File: src/rtl/uart_frame_decoder_pkg.sv
// Shared definitions for the UART frame decoder: FSM state encoding,
// drop-reason codes and a small width helper.
package uart_frame_decoder_pkg;

  typedef enum logic [1:0] {
    S_HUNT    = 2'd0,
    S_LEN     = 2'd1,
    S_PAYLOAD = 2'd2,
    S_CHECK   = 2'd3
  } state_e;

  localparam logic [1:0] ERR_LEN = 2'b01;
  localparam logic [1:0] ERR_CHK = 2'b10;
  localparam logic [1:0] ERR_TMO = 2'b11;

  // Width of a counter that must hold values 0..n-1 (never narrower than 1 bit).
  function automatic int unsigned cnt_width(input int unsigned n);
    return (n > 1) ? $clog2(n) : 1;
  endfunction

endpackage

File: src/rtl/frame_timeout_counter.sv
// Inter-byte idle timer for the frame decoder.
// Ports:
//   clk_i, rst_i : clock, asynchronous active-high reset
//   clear_i      : return the count to zero (has priority over enable_i)
//   enable_i     : count one clock; saturates at TIMEOUT_CLKS-1
//   expired_o    : registered, high while the count sits at TIMEOUT_CLKS-1
module frame_timeout_counter
  import uart_frame_decoder_pkg::*;
#(
  parameter int unsigned TIMEOUT_CLKS = 1000
) (
  input  logic clk_i,
  input  logic rst_i,
  input  logic clear_i,
  input  logic enable_i,
  output logic expired_o
);

  localparam int unsigned CNT_W = cnt_width(TIMEOUT_CLKS);
  localparam logic [CNT_W-1:0] LAST = CNT_W'(TIMEOUT_CLKS - 1);

  logic [CNT_W-1:0] cnt_q, cnt_d;
  logic             expired_q;

  // Next count: clear wins, otherwise count up and hold at LAST.
  always_comb begin
    cnt_d = cnt_q;
    if (clear_i) begin
      cnt_d = '0;
    end else if (enable_i && (cnt_q != LAST)) begin
      cnt_d = cnt_q + CNT_W'(1);
    end
  end

  // expired is derived from the next count so it lines up with cnt_q.
  always_ff @(posedge clk_i or posedge rst_i) begin
    if (rst_i) begin
      cnt_q     <= '0;
      expired_q <= (LAST == '0);
    end else begin
      cnt_q     <= cnt_d;
      expired_q <= (cnt_d == LAST);
    end
  end

  assign expired_o = expired_q;

endmodule

File: src/rtl/uart_frame_decoder.sv
// Frame decoder placed after a UART receiver. Hunts for SYNC_BYTE, reads a
// length byte, 1..MAX_LEN payload bytes and an XOR checksum, then publishes
// the payload as one word with a one-cycle frame_valid. Bad frames raise a
// one-cycle frame_error with a held error_code.
// Ports:
//   clock, reset   : clock, asynchronous active-high reset
//   rx_byte_ready  : one-cycle strobe, rx_data carries a new byte
//   rx_data        : received byte
//   frame_data     : payload of the last good frame, byte i at [8i+7:8i]
//   frame_len      : payload length of the last good frame
//   frame_valid    : pulse on a good frame
//   frame_error    : pulse on a dropped frame
//   error_code     : reason of the last drop (held)
module uart_frame_decoder
  import uart_frame_decoder_pkg::*;
#(
  parameter logic [7:0]  SYNC_BYTE    = 8'hA5,
  parameter int unsigned MAX_LEN      = 4,
  parameter int unsigned TIMEOUT_CLKS = 1000
) (
  input  logic                 clock,
  input  logic                 reset,
  input  logic                 rx_byte_ready,
  input  logic [7:0]           rx_data,
  output logic [8*MAX_LEN-1:0] frame_data,
  output logic [7:0]           frame_len,
  output logic                 frame_valid,
  output logic                 frame_error,
  output logic [1:0]           error_code
);

  localparam int unsigned DATA_W  = 8 * MAX_LEN;
  localparam int unsigned IDX_W   = cnt_width(MAX_LEN + 1);
  localparam logic [7:0]  LEN_MAX = 8'(MAX_LEN);

  state_e              state_q, state_d;
  logic [7:0]          len_q, len_d;
  logic [IDX_W-1:0]    idx_q, idx_d;
  logic [7:0]          chk_q, chk_d;
  logic [DATA_W-1:0]   shadow_q, shadow_d;
  logic [DATA_W-1:0]   data_q, data_d;
  logic [7:0]          flen_q, flen_d;
  logic                valid_q, valid_d;
  logic                error_q, error_d;
  logic [1:0]          code_q, code_d;

  logic                tmo_expired;
  logic                tmo_fire;
  logic [IDX_W-1:0]    idx_next;

  // Idle timer: held clear while hunting and on every byte.
  frame_timeout_counter #(
    .TIMEOUT_CLKS (TIMEOUT_CLKS)
  ) u_timeout (
    .clk_i     (clock),
    .rst_i     (reset),
    .clear_i   (rx_byte_ready || (state_q == S_HUNT)),
    .enable_i  (state_q != S_HUNT),
    .expired_o (tmo_expired)
  );

  // A byte arriving on the expiry cycle takes precedence over the timeout.
  assign tmo_fire = (state_q != S_HUNT) && tmo_expired && !rx_byte_ready;
  assign idx_next = idx_q + IDX_W'(1);

  // Next-state and output logic.
  always_comb begin
    state_d  = state_q;
    len_d    = len_q;
    idx_d    = idx_q;
    chk_d    = chk_q;
    shadow_d = shadow_q;
    data_d   = data_q;
    flen_d   = flen_q;
    valid_d  = 1'b0;
    error_d  = 1'b0;
    code_d   = code_q;

    if (tmo_fire) begin
      error_d = 1'b1;
      code_d  = ERR_TMO;
      state_d = S_HUNT;
    end else if (rx_byte_ready) begin
      case (state_q)
        S_HUNT: begin
          if (rx_data == SYNC_BYTE) begin
            // Fresh shadow so a short frame never carries stale upper bytes.
            shadow_d = '0;
            state_d  = S_LEN;
          end
        end
        S_LEN: begin
          if ((rx_data != 8'd0) && (rx_data <= LEN_MAX)) begin
            len_d   = rx_data;
            chk_d   = rx_data;
            idx_d   = '0;
            state_d = S_PAYLOAD;
          end else begin
            error_d = 1'b1;
            code_d  = ERR_LEN;
            state_d = S_HUNT;
          end
        end
        S_PAYLOAD: begin
          for (int unsigned i = 0; i < MAX_LEN; i++) begin
            if (idx_q == IDX_W'(i)) begin
              shadow_d[8*i +: 8] = rx_data;
            end
          end
          chk_d = chk_q ^ rx_data;
          idx_d = idx_next;
          if (8'(idx_next) == len_q) begin
            state_d = S_CHECK;
          end
        end
        S_CHECK: begin
          if (rx_data == chk_q) begin
            data_d  = shadow_q;
            flen_d  = len_q;
            valid_d = 1'b1;
          end else begin
            error_d = 1'b1;
            code_d  = ERR_CHK;
          end
          state_d = S_HUNT;
        end
        default: state_d = S_HUNT;
      endcase
    end
  end

  // State and output registers.
  always_ff @(posedge clock or posedge reset) begin
    if (reset) begin
      state_q  <= S_HUNT;
      len_q    <= '0;
      idx_q    <= '0;
      chk_q    <= '0;
      shadow_q <= '0;
      data_q   <= '0;
      flen_q   <= '0;
      valid_q  <= 1'b0;
      error_q  <= 1'b0;
      code_q   <= '0;
    end else begin
      state_q  <= state_d;
      len_q    <= len_d;
      idx_q    <= idx_d;
      chk_q    <= chk_d;
      shadow_q <= shadow_d;
      data_q   <= data_d;
      flen_q   <= flen_d;
      valid_q  <= valid_d;
      error_q  <= error_d;
      code_q   <= code_d;
    end
  end

  assign frame_data  = data_q;
  assign frame_len   = flen_q;
  assign frame_valid = valid_q;
  assign frame_error = error_q;
  assign error_code  = code_q;

endmodule

File: config.mk
export PLATFORM = sky130hd
export DESIGN_NAME = uart_frame_decoder
export DESIGN_NICKNAME = d
export VERILOG_FILES = /design/src/rtl/uart_frame_decoder_pkg.sv /design/src/rtl/frame_timeout_counter.sv /design/src/rtl/uart_frame_decoder.sv
export SDC_FILE = /design/constraint.sdc
export NUM_CORES = 1
export LEC_CHECK = 0
export CORE_MARGIN = 3
export CORE_UTILIZATION = 55
export DETAILED_ROUTE_END_ITERATION = 10
export GPL_ROUTABILITY_DRIVEN = 1
export PLACE_DENSITY = 0.76
export REMOVE_ABC_BUFFERS = 1
export SYNTH_ARGS = -nofsm -noshare
export SYNTH_HDL_FRONTEND = slang
export SYNTH_SLANG_ARGS = --single-unit
File: constraint.sdc
create_clock -name clock -period 5.5 [get_ports clock]
set_clock_uncertainty 0.1 [all_clocks]
set_input_delay 1.65 -clock clock [delete_from_list [all_inputs] [get_ports clock]]
set_output_delay 1.65 -clock clock [all_outputs]
set_load 0.02 [all_outputs]
==> run metrics, run 1 <==
cell taking the most area after synthesis=dfrtp_1; H-tree depth=3; routed len/inst=15.22 um; worst path cell trace=clkdlybuf4s50_1 -> xnor2_1 -> nand3_1 -> or4_1 -> buf_4 -> nand2_1 -> nand2_1; asr flop ratio synth=1.000; area share of the largest cell type after synthesis=0.5717; DP Cell Count=600; worst min path class=flip-flop to flip-flop; Worst-Margin Slew=0.9072 ns; post-synth cell types=47; DR vias=3,334; Avg Cell Area, Syn=10.48 um^2; post-synthesis adder-cell area fraction=0.01588; Post-Syn Area=0.004727 mm^2; WS Path Type=primary input to flip-flop; Mapped Cells=451; Starting DRT DRC Count=143; worst stage delay on the critical path=0.58 ns; number of flops mapped to enable cells by yosys=0; worst hold slack=0.3702 ns; Final Wtd Congestion=0.8996; drt via density=5.421; postcts setup bufs=0; antenna cells=0; die height=98.71 um; post-layout instance area=0.005555 mm^2; unrepaired setup endpoints after global routing=false; peak supply drop=158.7 uV; Fill cells=663; setup TNS=0 ns; vias in the first global route=3,455; GRT overflow=0; Synth Area in Compound Gates=0.07041; Net count, final=523; top cells by area, synth=dfrtp_1 (57%), nand2_1 (11%), mux2_2 (8.3%); cell area after placement=0.005383 mm^2; fin cells=615; I/O pin count=55; Synth warnings=0; Period minus WS final=3.501 ns; Most common cell on crit path=nand2_1; layout cells sized above 1=0.1314; Root Buffer Master=clkbuf_8; largest family of logic cells by synthesized area=simple AND/OR/NAND/NOR gates; Routed Antenna Nets=0; Std-Cell Rows=33; Synth Area in XOR/XNOR=0.03335; Inserted Clock Buffers=9; Final Hold Vio Count=0; largest net degree at the start of global routing=64; Peak Freq=285.7 MHz; DIE WIDTH=98.71 um; post-synthesis mux area share=0.08338; Seq cells post-synth=108; main flop type after synthesis=dfrtp_1; CTS Sinks=108; Max-cap violations=0; initial antenna violation count=0; fin worst setup slack=1.999 ns; Critical-path top delay cell=clkdlybuf4s50_1; crit path max fanout=40; 1st-pass router iterations=4; Hold Buf Count CTS=0; first-pass GRT wire length=16,360 um; core area=0.008299 mm^2; input/output buffers=54; clock buffer depth=2; DRC=0; CTS tree=done; Post-DP HPWL=6529 um; Clk Latency, worst-skew pair=0.36 ns; final-report setup violation count=0; post-CTS sizing=0; outcome=finished, final reports clean; Worst Setup End Kind=flip-flop; fin crit share=0.6365; worst rel slew slack=0.3940; Starting Density=0.5696; Seq/Total Area, Yosys=0.5717; worst slack, placed=1.638 ns; final wirelength=9361 um; Worst Setup Start Kind=primary input; static leakage=2.645 nW; Pins Over Slew Limit=0; Total GRT Usage=0.2070; Synth Area in Simple Gates=0.2051; power density over the cells=233.8 mW/mm^2; die outline area=0.009743 mm^2; CP required=5.65 ns; Worst EP arrival=3.65 ns; area growth from synthesis to layout=17.52%; clock slew at reported path FFs=0.11 ns
==> cell families after synthesis <==
kind of cell	after synthesis
AOI/OAI and AO/OA	50
xor gates and xnor gates	18
adders and majority gates	6
DFF	108
buffers and inverters	22
and+or+nand+nor	212
muxes	35
==> per-stage QoR <==
stage | utilization | power [mW]
floorplan | - | 0.8457
global placement | 0.6486 | 0.8726
detailed placement | 0.6486 | 0.8738
CTS | 0.6694 | 1.310
global route | 0.6694 | 1.345
finish | 0.6694 | 1.299
==> registers in the layout (all words and copies together), names as in the netlist <==
signal	flops
shadow_q	32
frame_data	32
frame_len	8
frame_error	1
u_timeout.expired_o	1
chk_q	8
len_q	8
state_q	2
frame_valid	1
u_timeout.cnt_q	10
error_code	2
idx_q	3
==> cell usage after synthesis (3+ instances only) <==
cell and number:
o21ai_0 16, and2_1 14, nor4_1 3, a21oi_4 4
nor3_1 4, clkbuf_1 13, nand3_1 9, dfrtp_1 108
nor2b_1 3, a21oi_1 17, nand2_1 144, nand4_1 3
mux2_2 35, nor2_1 13, ha_1 6, o22ai_1 3
xnor2_1 16, inv_1 6
==> cells in the final DEF (no fill, tap or decap), types with 2 or more instances in the layout <==
| cell type | instances |
|---|---|
| nand4_1 | 3 |
| buf_4 | 6 |
| xor2_1 | 2 |
| clkbuf_8 | 9 |
| nand3_1 | 9 |
| a21oi_4 | 4 |
| nor4_1 | 3 |
| inv_6 | 2 |
| or4_1 | 2 |
| nor3_1 | 4 |
| nor2b_1 | 3 |
| dfrtp_1 | 108 |
| o21ai_0 | 16 |
| clkdlybuf4s50_1 | 54 |
| a21oi_1 | 17 |
| inv_1 | 5 |
| o22ai_1 | 3 |
| o211ai_1 | 2 |
| mux2_2 | 35 |
| ha_1 | 6 |
| nor2_1 | 13 |
| xnor2_1 | 16 |
| nand2_1 | 144 |
| nor4_4 | 2 |
| or3_1 | 2 |
| and2_1 | 14 |
| nand2b_1 | 2 |
| clkinv_4 | 3 |
==> where the power goes <==
part | switching (mW) | internal (mW)
Clock | 0.274 | 0.168
Combinational | 0.0379 | 0.0199
Sequential | 0.00276 | 0.797
==> layout make-up <==
cell class / count / area (um^2) / area share
Inverter: 6 / 25.02 / 0.004505
Multi-Input combinational cell: 321 / 1938 / 0.3489
Clock buffer: 9 / 123.9 / 0.02230
Tap cell: 105 / 131.4 / 0.02365
Sequential cell: 108 / 2703 / 0.4865
Timing Repair Buffer: 60 / 585.6 / 0.1054
Clock inverter: 6 / 48.80 / 0.008784
==> final timing paths <==
kind	endpoint	cells past startpoint	from	slack, ns
min	frame_data[16]	2	shadow_q[16]	0.37
max reg2reg	chk_q[5]	5	state_q[1]	2.80
min in group asynchronous	frame_data[16]	2	reset	1.67
min reg2reg	frame_data[16]	2	shadow_q[16]	0.37
max in group asynchronous	shadow_q[10]	3	reset	2.82
max	frame_data[29]	7	rx_data[0]	2.00
==> routing by layer <==
layer | share of wire | global-route usage | routed length [um]
met5 | 0 | 0 | 0
met4 | 0.014 | 0.05882 | 133
met3 | 0.033 | 0.03892 | 312
met2 | 0.48 | 0.3391 | 4532
met1 | 0.47 | 0.2854 | 4382
==> worst max-delay path, delay by kind of cell <==
family	cells	cell delay [ns]
xor+xnor	1	0.33
buf+inv	2	0.84
simple gates	4	0.79
Note: power is estimated with default switching activity, not from simulation.
==> inputs of run 2 (changes only) <==
- clock period: 5.5 -> 3.6 ns (I/O delays scaled with it)
==> run metrics, run 2 (synthesized netlist as in run 1, its figures left out) <==
DR vias=3,335; CTS Sinks=108; Inserted Clock Buffers=9; Max-cap violations=0; Clk Latency, worst-skew pair=0.38 ns; final-report setup violation count=0; Routed Antenna Nets=0; core area=0.008299 mm^2; first-pass GRT wire length=16,310 um; Hold Path Stages=2; power density over the cells=361.9 mW/mm^2; worst min path class=flip-flop to flip-flop; Std-Cell Rows=33; antenna cells=0; vias in the first global route=3,475; Worst Setup End Kind=flip-flop; area growth from synthesis to layout=18.82%; Root Buffer Master=clkbuf_8; unrepaired setup endpoints after global routing=false; Total GRT Usage=0.2074; static leakage=2.675 nW; commonest non-fill, non-tap cell in the layout=nand2_1; 1st-pass router iterations=4; CP required=3.76 ns; drt via density=5.379; DRC=0; WS Path Type=primary input to flip-flop; peak supply drop=238.7 uV; worst rel slew slack=0.6444; Worst R2R Path Depth=4; Period minus WS final=2.931 ns; GRT overflow=0; Worst EP arrival=3.09 ns; cell area after placement=0.005425 mm^2; final wirelength=9406 um; Hold Buf Count CTS=0; Post-DP HPWL=6675 um; I/O pin count=55; input/output buffers=54; H-tree depth=3; largest net degree at the start of global routing=58; die height=98.71 um; Final Hold Vio Count=0; routed len/inst=15.17 um; post-CTS sizing=0; most frequent cells in the layout=nand2_1 (144), dfrtp_1 (108), clkdlybuf4s50_1 (54); Pins Over Slew Limit=0; die outline area=0.009743 mm^2; Fill cells=637; layout cells sized above 1=0.1398; post-layout instance area=0.005617 mm^2; initial antenna violation count=0; crit path max fanout=8; DIE WIDTH=98.71 um; Final Wtd Congestion=0.8715; clock buffer depth=2; worst slack, placed=0.2827 ns; fin crit share=0.8141; Net count, final=527; Peak Freq=341.2 MHz; CTS tree=done; Worst Setup Start Kind=primary input; postcts setup bufs=0; setup TNS=0 ns; outcome=finished, final reports clean; Starting DRT DRC Count=170; Worst-Margin Slew=0.5334 ns; fin worst setup slack=0.6694 ns; Starting Density=0.5696; clock slew at reported path FFs=0.10 ns
==> run 2: power by group <==
group	total, mW	switching, mW	leakage, nW	internal, mW
registers	1.22	0.00467	1.50	1.22
logic	0.0894	0.0567	1.08	0.0327
clock network	0.720	0.436	0.0958	0.285
==> run 2: routing by layer <==
metal  routed length [um]  share of wire  GRT usage
met5                    0              0          0
met3                  415          0.044    0.04034
met4                  128          0.014    0.06828
met1                 4285           0.46     0.2767
met2                 4576           0.49     0.3443
==> run 2: path summary, 6_finish.rpt <==
kind	end	slack, ns	startpoint
min	frame_len[4]	0.37	frame_len[4]
min in group asynchronous	frame_len[3]	0.90	reset
max in group asynchronous	shadow_q[15]	1.83	reset
max	shadow_q[15]	0.67	rx_data[4]
max reg2reg	shadow_q[15]	1.26	state_q[1]
min reg2reg	frame_len[4]	0.37	frame_len[4]
==> run 2: area by class of cell <==
class                           instances  area [um^2]  area share
Sequential cell                       108         2703      0.4812
Multi-Input combinational cell        321         1938      0.3451
Timing Repair Buffer                   64        628.1      0.1118
Clock buffer                           10        137.6     0.02450
Tap cell                              105        131.4     0.02339
Clock inverter                          6        53.80    0.009579
Inverter                                6        25.02    0.004455
==> run 2: worst max-delay path, stage by stage <==
cell and delay (ns):
clkdlybuf4s50_1 0.55, nor4_4 0.36, nand3_2 0.29, a21oi_4 0.44, mux2_2 0.38
==> run 2: through the flow <==
step                  util  hold slack (ns)  total power [mW]  std cells
global route        0.6768           0.4013             2.101        620
CTS                 0.6768           0.3787             2.048        620
detailed placement  0.6537           0.3548             1.338        604
finish              0.6768           0.3718             2.033        620
global placement    0.6537           0.3492             1.336        604
floorplan                -           0.3422             1.292        435
==> inputs of run 3 (changes only) <==
- CORE_UTILIZATION: 55 -> 50
- PLACE_DENSITY: 0.76 -> 0.72
- clock period: 3.6 -> 2.5 ns (I/O delays scaled with it)
==> run metrics, run 3 (synthesized netlist as in run 1, its figures left out) <==
outcome=finished, final reports clean; clock buffer depth=2; Worst-Margin Slew=0.5122 ns; Worst EP arrival=2.58 ns; GRT overflow=0; CP required=2.65 ns; final wirelength=9627 um; worst min path class=flip-flop to flip-flop; Final Wtd Congestion=0.8475; Starting DRT DRC Count=104; Total GRT Usage=0.1970; I/O pin count=55; Std-Cell Rows=34; Final Hold Vio Count=0; first-pass GRT wire length=16,550 um; die height=103.2 um; Routed Antenna Nets=0; Starting Density=0.5291; crit path max fanout=8; CTS Sinks=108; final-report setup violation count=0; Max-cap violations=0; Hold Buf Count CTS=0; layout cells sized above 1=0.1867; Period minus WS final=2.429 ns; cell area after placement=0.005652 mm^2; core area=0.008934 mm^2; peak supply drop=253.0 uV; most frequent cells in the layout=nand2_1 (144), dfrtp_1 (108), clkdlybuf4s50_1 (50); top sig layer=met4; WS Path Type=primary input to flip-flop; largest net degree at the start of global routing=36; Clk Latency, worst-skew pair=0.37 ns; H-tree depth=3; static leakage=2.870 nW; Pins Over Slew Limit=0; post-layout instance area=0.005922 mm^2; final core occ=0.6629; Worst Setup Start Kind=primary input; fin crit share=0.9716; initial antenna violation count=0; antenna cells=0; Peak Freq=411.7 MHz; worst rel slew slack=0.6537; power density over the cells=487.6 mW/mm^2; DR vias=3,468; Post-DP HPWL=6844 um; routed len/inst=14.83 um; Fill cells=708; clock slew at reported path FFs=0.10 ns; DRC=0; commonest non-fill, non-tap cell in the layout=nand2_1; Inserted Clock Buffers=9; CTS tree=done; Root Buffer Master=clkbuf_8; met3 wire len=263 um; input/output buffers=54; Worst Setup End Kind=flip-flop; DIE WIDTH=103.2 um; drt via density=5.344; met1 wire length=4473 um; area growth from synthesis to layout=25.28%; Power Total=2.888 mW; vias in the first global route=3,570; routed wl met2=4777 um; Net count, final=553; R2R setup slack=0.43 ns; 1st-pass router iterations=4; die outline area=0.01066 mm^2
[run 3: cell types whose count changed in the layout (fill, tap and decap cells not counted), moves of 4 or more]
cell             before  now
buf_12                1    7
buf_4                 9   29
clkdlybuf4s50_1      54   50
dlymetal6s2s_1        0    4
xnor2_1              16   12
xnor2_2               0    4
[run 3: layout make-up]
class	instances	area [um^2]	share of cell area
repair buffers	90	908.4	0.1534
clock buffers	10	127.6	0.02155
inverters	6	25.02	0.004226
well taps	108	135.1	0.02282
clock inverters	6	47.55	0.008029
multi-input cells	321	1976	0.3336
flip-flops and latches	108	2703	0.4564
[run 3: final timing paths]
check,startpoint,end,cells past startpoint
worst min-delay path,frame_data[8],frame_data[8],2
worst max-delay path,rx_data[1],shadow_q[28],6
max in group asynchronous,reset,frame_data[30],3
min in group asynchronous,reset,len_q[5],2
worst min register to register,frame_data[8],frame_data[8],2
worst max register to register,state_q[1],shadow_q[28],5
[run 3: critical path, stage by stage]
cell and delay (ns):
clkdlybuf4s50_1 0.56, and4b_1 0.39, nand3_4 0.17, a21oi_4 0.23, buf_12 0.15, mux2_2 0.33
[run 3: timing repair]
action                                  CTS  global route
cloned                                    0             0
resized for setup                         0             9
endpoints found under the setup margin   13            60
hold endpoints to repair                  0             0
pin swaps                                 2             2
buffers inserted                          3             0
[run 3: layer usage]
metal  GRT usage  up-vias
met1      0.2652     1713
met2      0.3271       55
met5           0        -
met3     0.03085       13
met4     0.06773        0
li1            -     1687
[run 3: stage by stage]
step / std cells / hold WS (ns) / setup TNS (ns) / setup WS [ns]
global placement: 630 / 0.3498 / -24.84 / -0.3990
floorplan: 435 / 0.3422 / -155.58 / -1.196
detailed placement: 630 / 0.3565 / -27.44 / -0.4267
finish: 649 / 0.3748 / 0 / 0.07099
CTS: 649 / 0.3801 / 0 / 0.02343
global route: 649 / 0.3972 / -0.001415 / -0.001415
[run 3: power breakdown]
| group | switching (mW) | internal (mW) | leakage, nW |
|---|---|---|---|
| combinational | 0.0906 | 0.0672 | 1.29 |
| sequential | 0.00637 | 1.75 | 1.50 |
| clock | 0.596 | 0.374 | 0.0877 |
==> edit 1: new RTL, config.mk and constraints of run 3 <==
`TIMEOUT_CLKS` is set to 1000 in 2 places; all go to 4000.
--- a/src/rtl/frame_timeout_counter.sv
+++ b/src/rtl/frame_timeout_counter.sv
@@ -9,3 +9,3 @@
 #(
-  parameter int unsigned TIMEOUT_CLKS = 1000
+  parameter int unsigned TIMEOUT_CLKS = 4000
 ) (
--- a/src/rtl/uart_frame_decoder.sv
+++ b/src/rtl/uart_frame_decoder.sv
@@ -18,3 +18,3 @@
   parameter int unsigned MAX_LEN      = 4,
-  parameter int unsigned TIMEOUT_CLKS = 1000
+  parameter int unsigned TIMEOUT_CLKS = 4000
 ) (
Function: same outputs for any inputs over 4 cycles, from zero or initial values and one cycle with reset high; that may be too few to reach the edited logic, so the function may still have changed.
==> edit 1 against run 3 <==
Cell count decreased by 6.9%. Combinational power is 56% higher. Die area up 2.1%. Critical path depth up 1. Register-to-register slack got worse by 190 ps. Setup slack improved by 65 ps. Clock power rose by 5%. Wire length is 1.2% lower. Synthesized cell count down 16%. Design area increased by 1.9%. Sequential cell count increased by 2. Area after synthesis grew 2.2%. Power is 7.6% higher.
==> edit 1: results (changes against run 3) <==
Non-Clock Buffer Area Fraction 14.7% (-0.59 points); synth top area cells dfrtp_1 57%, mux2_2 18%, xnor2_1 2.5%; Reg area 2750 sq um (+1.9%); CLK BUF 11 (+1); mapped cell area 4830 sq um (+2.2%); Switch Pwr 0.000764 W (+10%); VDD IR max 0.000336 V (+33%); adder-cell share of the synthesized area 1.55% (-0.034 points); Fin Hold WS 411 ps (+35.9 ps); Max Clock Freq 423 MHz (+2.7%); first-pass GRT wire length 16100 um (-2.5%); Placed Cells incl. Taps 588 (-6.7%); worst-path maximum fanout 6 (-2); fraction of layout cells with a size suffix above 1 30.5% (+12 points); flops & latches, synth 110 (+1.9%); met2 WL post-DR 4620 um (-3.3%); Gate power share 7.9% (+2.4 points); unique cell type count in the Yosys netlist 49 (+4.3%); cells resized by post-CTS repair 4 (+4); pre-CTS setup slack -446 ps (-19.0 ps); mux cell area share after synthesis 18.4% (+10 points); #MultiIn Comb 250 (-22%); crit path DAT 2510 ps (-70 ps); Signal inverters 8 (+2); fillcell total 739 (+4.4%); Slew @ Worst Pin 442 ps (-70.6 ps); area occupied by multi-input gates 2000 sq um (+1.4%); final instance area 6030 sq um (+1.9%); Seq/Total Area, Yosys 57.0% (-0.19 points); final HPWL from detailed placement 6950 um (+1.5%); Total Power 0.00311 W (+7.6%); syn_area_per_cell 12.7 sq um (+21%); outcome finished clean; Non-clock buffers 91 (+1.1%); number of global-route vias before repair 3245 (-9.1%); wirelength, routed 9510 um (-1.2%); GR Util met1 24.8% (-1.7 points); R2R setup slack 240 ps (-190 ps); xor and xnor area share after synthesis 3.26% (-0.072 points); global-route usage over all layers 18.0% (-1.7 points); Crit path largest cell delay 590 ps (+30 ps); routed length per instance 15.7 um (+6.2%); M1 wire length 4540 um (+1.4%); Iter 0 DRT Violations 106 (+1.9%); Commonest cells post-synth 110 x dfrtp_1, 78 x mux2_2, 22 x nand2_1, 20 x o21ai_0, 17 x nor2_1; Clock Power Share 32.9% (-0.7 points); Final Wtd Congestion 0.832 (-1.8%); post-CTS setup buffer count 0 (-3); vias per cell 5.43 (+1.6%); DR WL met3 276 um (+4.9%); Synth Area in Compound Gates 7.85% (+0.81 points); Layout Nets 487 (-12%); cts bufs inserted 9 (unchanged); placed instance area 5810 sq um (+2.9%); leakage 2.88 nW (+0.34%)
## edit 1: changes by cell type after synthesis, sizes merged, moves of 5 or more
cell           run 3  this run
a21oi             21        16
and2b              0         5
buf                2         8
clkbuf            14         5
mux2              35        78
nand2            144        22
nand3             10         5
o21ai             16        21
## edit 1: final timing paths
check	cells after the start	endpoint	startpoint
worst max-delay path	7	shadow_q[12]$_DFFE_PP0P_	rx_byte_ready
worst min register to register	1	frame_data[9]$_DFFE_PP0P_	frame_data[9]$_DFFE_PP0P_
max in group asynchronous	3	frame_data[2]$_DFFE_PP0P_	reset
min in group asynchronous	2	frame_data[0]$_DFFE_PP0P_	reset
worst min-delay path	1	frame_data[9]$_DFFE_PP0P_	frame_data[9]$_DFFE_PP0P_
worst max register to register	6	u_timeout.expired_o$_DFF_PP0_	u_timeout.cnt_q[0]$_DFF_PP0_
==> edit 2: new RTL, flow settings as in run 3 <==
Made on the original files. The 4 states of `state_e` get a one-hot encoding in 4 bits.
--- a/src/rtl/uart_frame_decoder_pkg.sv
+++ b/src/rtl/uart_frame_decoder_pkg.sv
@@ -4,7 +4,7 @@
 
-  typedef enum logic [1:0] {
-    S_HUNT    = 2'd0,
-    S_LEN     = 2'd1,
-    S_PAYLOAD = 2'd2,
-    S_CHECK   = 2'd3
+  typedef enum logic [3:0] {
+    S_HUNT    = 4'b0001,
+    S_LEN     = 4'b0010,
+    S_PAYLOAD = 4'b0100,
+    S_CHECK   = 4'b1000
   } state_e;
Behaviour: same outputs for any inputs over 4 cycles, from zero or initial values and one cycle with reset high; so few cycles prove little.
==> edit 2 against run 3 <==
Setup slack got worse by 19 ps. Highest routed layer unchanged. Power increased by 8.3%. Area after synthesis increased by 1.2%. Sequential share of layout area decreased by 0.54 points. First-iteration DRC count increased by 45%. Global-route usage decreased by 0.71 points. Wire length increased by 3.3%. Design area increased by 3.1%. Sequential cell count increased by 2. Synthesized cell count decreased by 16%. Critical path depth unchanged.
==> edit 2: results (changes against run 3) <==
slew margin rel. 64.8% (-0.59 points); Seq/Total Area, Yosys 57.5% (+0.37 points); H-Tree Depth 3 (unchanged); adder-cell share of the synthesized area 1.57% (-0.020 points); unique cell type count in the Yosys netlist 45 (-4.3%); final HPWL from detailed placement 7120 um (+4.0%); Crit path largest cell delay 620 ps (+60 ps); xor and xnor area share after synthesis 3.29% (-0.041 points); detailed-router iteration count before antenna repair 4 (unchanged); worst-path maximum fanout 15 (+7); Layout Nets 495 (-10%); fraction of layout cells with a size suffix above 1 31.1% (+12 points); critical path's slowest cell clkdlybuf4s50_1; insertion delay to the later sink of the worst-skew pair between 300 and 400 ps; Top delay family on crit path buffers and inverters; fillcell total 725 (+2.4%); crit path DAT 2610 ps (+30 ps); first-pass GRT wire length 16600 um (+0.62%); Clock Path Buffers 2 (unchanged); routed length per instance 16.3 um (+9.8%); outcome finished clean; number of global-route vias before repair 3439 (-3.7%); Synth Area in Compound Gates 5.93% (-1.1 points); vias per cell 5.27 (-1.3%); grt total ovfl 0 (unchanged); IO buf count 54 (unchanged); Commonest cells post-synth 109 x dfrtp_1, 73 x mux2_2, 21 x a21oi_1, 21 x nand2_1, 21 x nor2_1; pre-CTS setup slack -552 ps (-126 ps); VDD IR max 0.000275 V (+8.8%); Iter 0 DRT Violations 151 (+45%); Async S/R FF share, synth 100% (unchanged); Final Wtd Congestion 0.882 (+4.0%); mux cell area share after synthesis 18.3% (+9.9 points); Hold Crit Class flip-flop to flip-flop; synth top area cells dfrtp_1 57%, mux2_2 17%, xnor2_1 2.4%; initial antenna violation count 0 (unchanged); largest net degree at the start of global routing 33 (-8.3%); cts bufs inserted 9 (unchanged); CTS root buf clkbuf_8; global-route usage over all layers 19.0% (-0.71 points); leakage 2.83 nW (-1.3%); Synth Warn # 0 (unchanged)
## edit 2: cell count changes after synthesis, moves of 5 or more
cell and delta:
buf_2 +5, clkbuf_1 -8, mux2_2 +38, nand2_1 -123, nor2_1 +8, o21ai_0 -5
## edit 2: worst paths after layout
check / cells after the start / to / slack, ps / start
setup / recovery: 6 / frame_data[28]$_DFFE_PP0P_ / 50 / rx_data[7]
hold / removal: 1 / shadow_q[26]$_DFFE_PP0P_ / 410 / shadow_q[26]$_DFFE_PP0P_
setup reg to reg: 6 / shadow_q[17]$_DFFE_PP0P_ / 120 / state_q[0]$_DFFE_PP1P_
hold reg to reg: 1 / shadow_q[26]$_DFFE_PP0P_ / 410 / shadow_q[26]$_DFFE_PP0P_
max in group asynchronous: 3 / chk_q[2]$_DFFE_PP0P_ / 1170 / reset
min in group asynchronous: 2 / u_timeout.expired_o$_DFF_PP0_ / 620 / reset
## edit 2: per-stage QoR
stage / std cells / cell area, sq um
5_1_grt: 611 / 6110
2_1_floorplan: 367 / 4740
3_5_place_dp: 590 / 5800
6_report: 611 / 6110
4_1_cts: 606 / 5990
3_3_place_gp: 590 / 5800
## edit 2: routing by layer
layer	vias to the layer above	track usage [%]	wire (um)
li1	1551	-	-
met1	1594	26.0	4800
met4	0	5.79	185
met5	-	0	0
met2	61	30.9	4650
met3	16	3.61	315
## edit 2: area by class of cell
class / instances / area, sq um / share of cell area [%]
sequential: 110 / 2750 / 45.1
inverter: 7 / 28.8 / 0.471
tap: 129 / 161 / 2.64
multi-input combinational: 250 / 2030 / 33.2
timing repair buffer: 100 / 958 / 15.7
clock inverter: 6 / 53.8 / 0.881
clock buffer: 9 / 124 / 2.03
## edit 2: kinds of logic (layout without fill, tap and decap cells)
logic type	Yosys count	count (layout)
compound gates	48	48
simple gates	100	100
flops	110	110
fa+ha+maj	6	6
buf+inv	17	122
mux	78	78
xor+xnor	18	18
## edit 2: what timing repair did
item                                    CTS  global route
pin swaps                                 4             7
endpoints found under the setup margin   57            70
setup buffers                             1             5
gates resized for setup                   6            16
## edit 2: worst register-to-register path, cell delays in order (launching register included)
cell and delay [ps]:
dfstp_2 550, or4b_4 500, nor4_4 310, o21ai_4 160, nor2_4 170, buf_12 140
mux2_2 320
## edit 2: where the power goes
group / switching (W) / total [W] / internal (W)
clock: 0.000624 / 0.00100 / 0.000377
sequential: 0.0000209 / 0.00182 / 0.00180
combinational: 0.000166 / 0.000304 / 0.000138
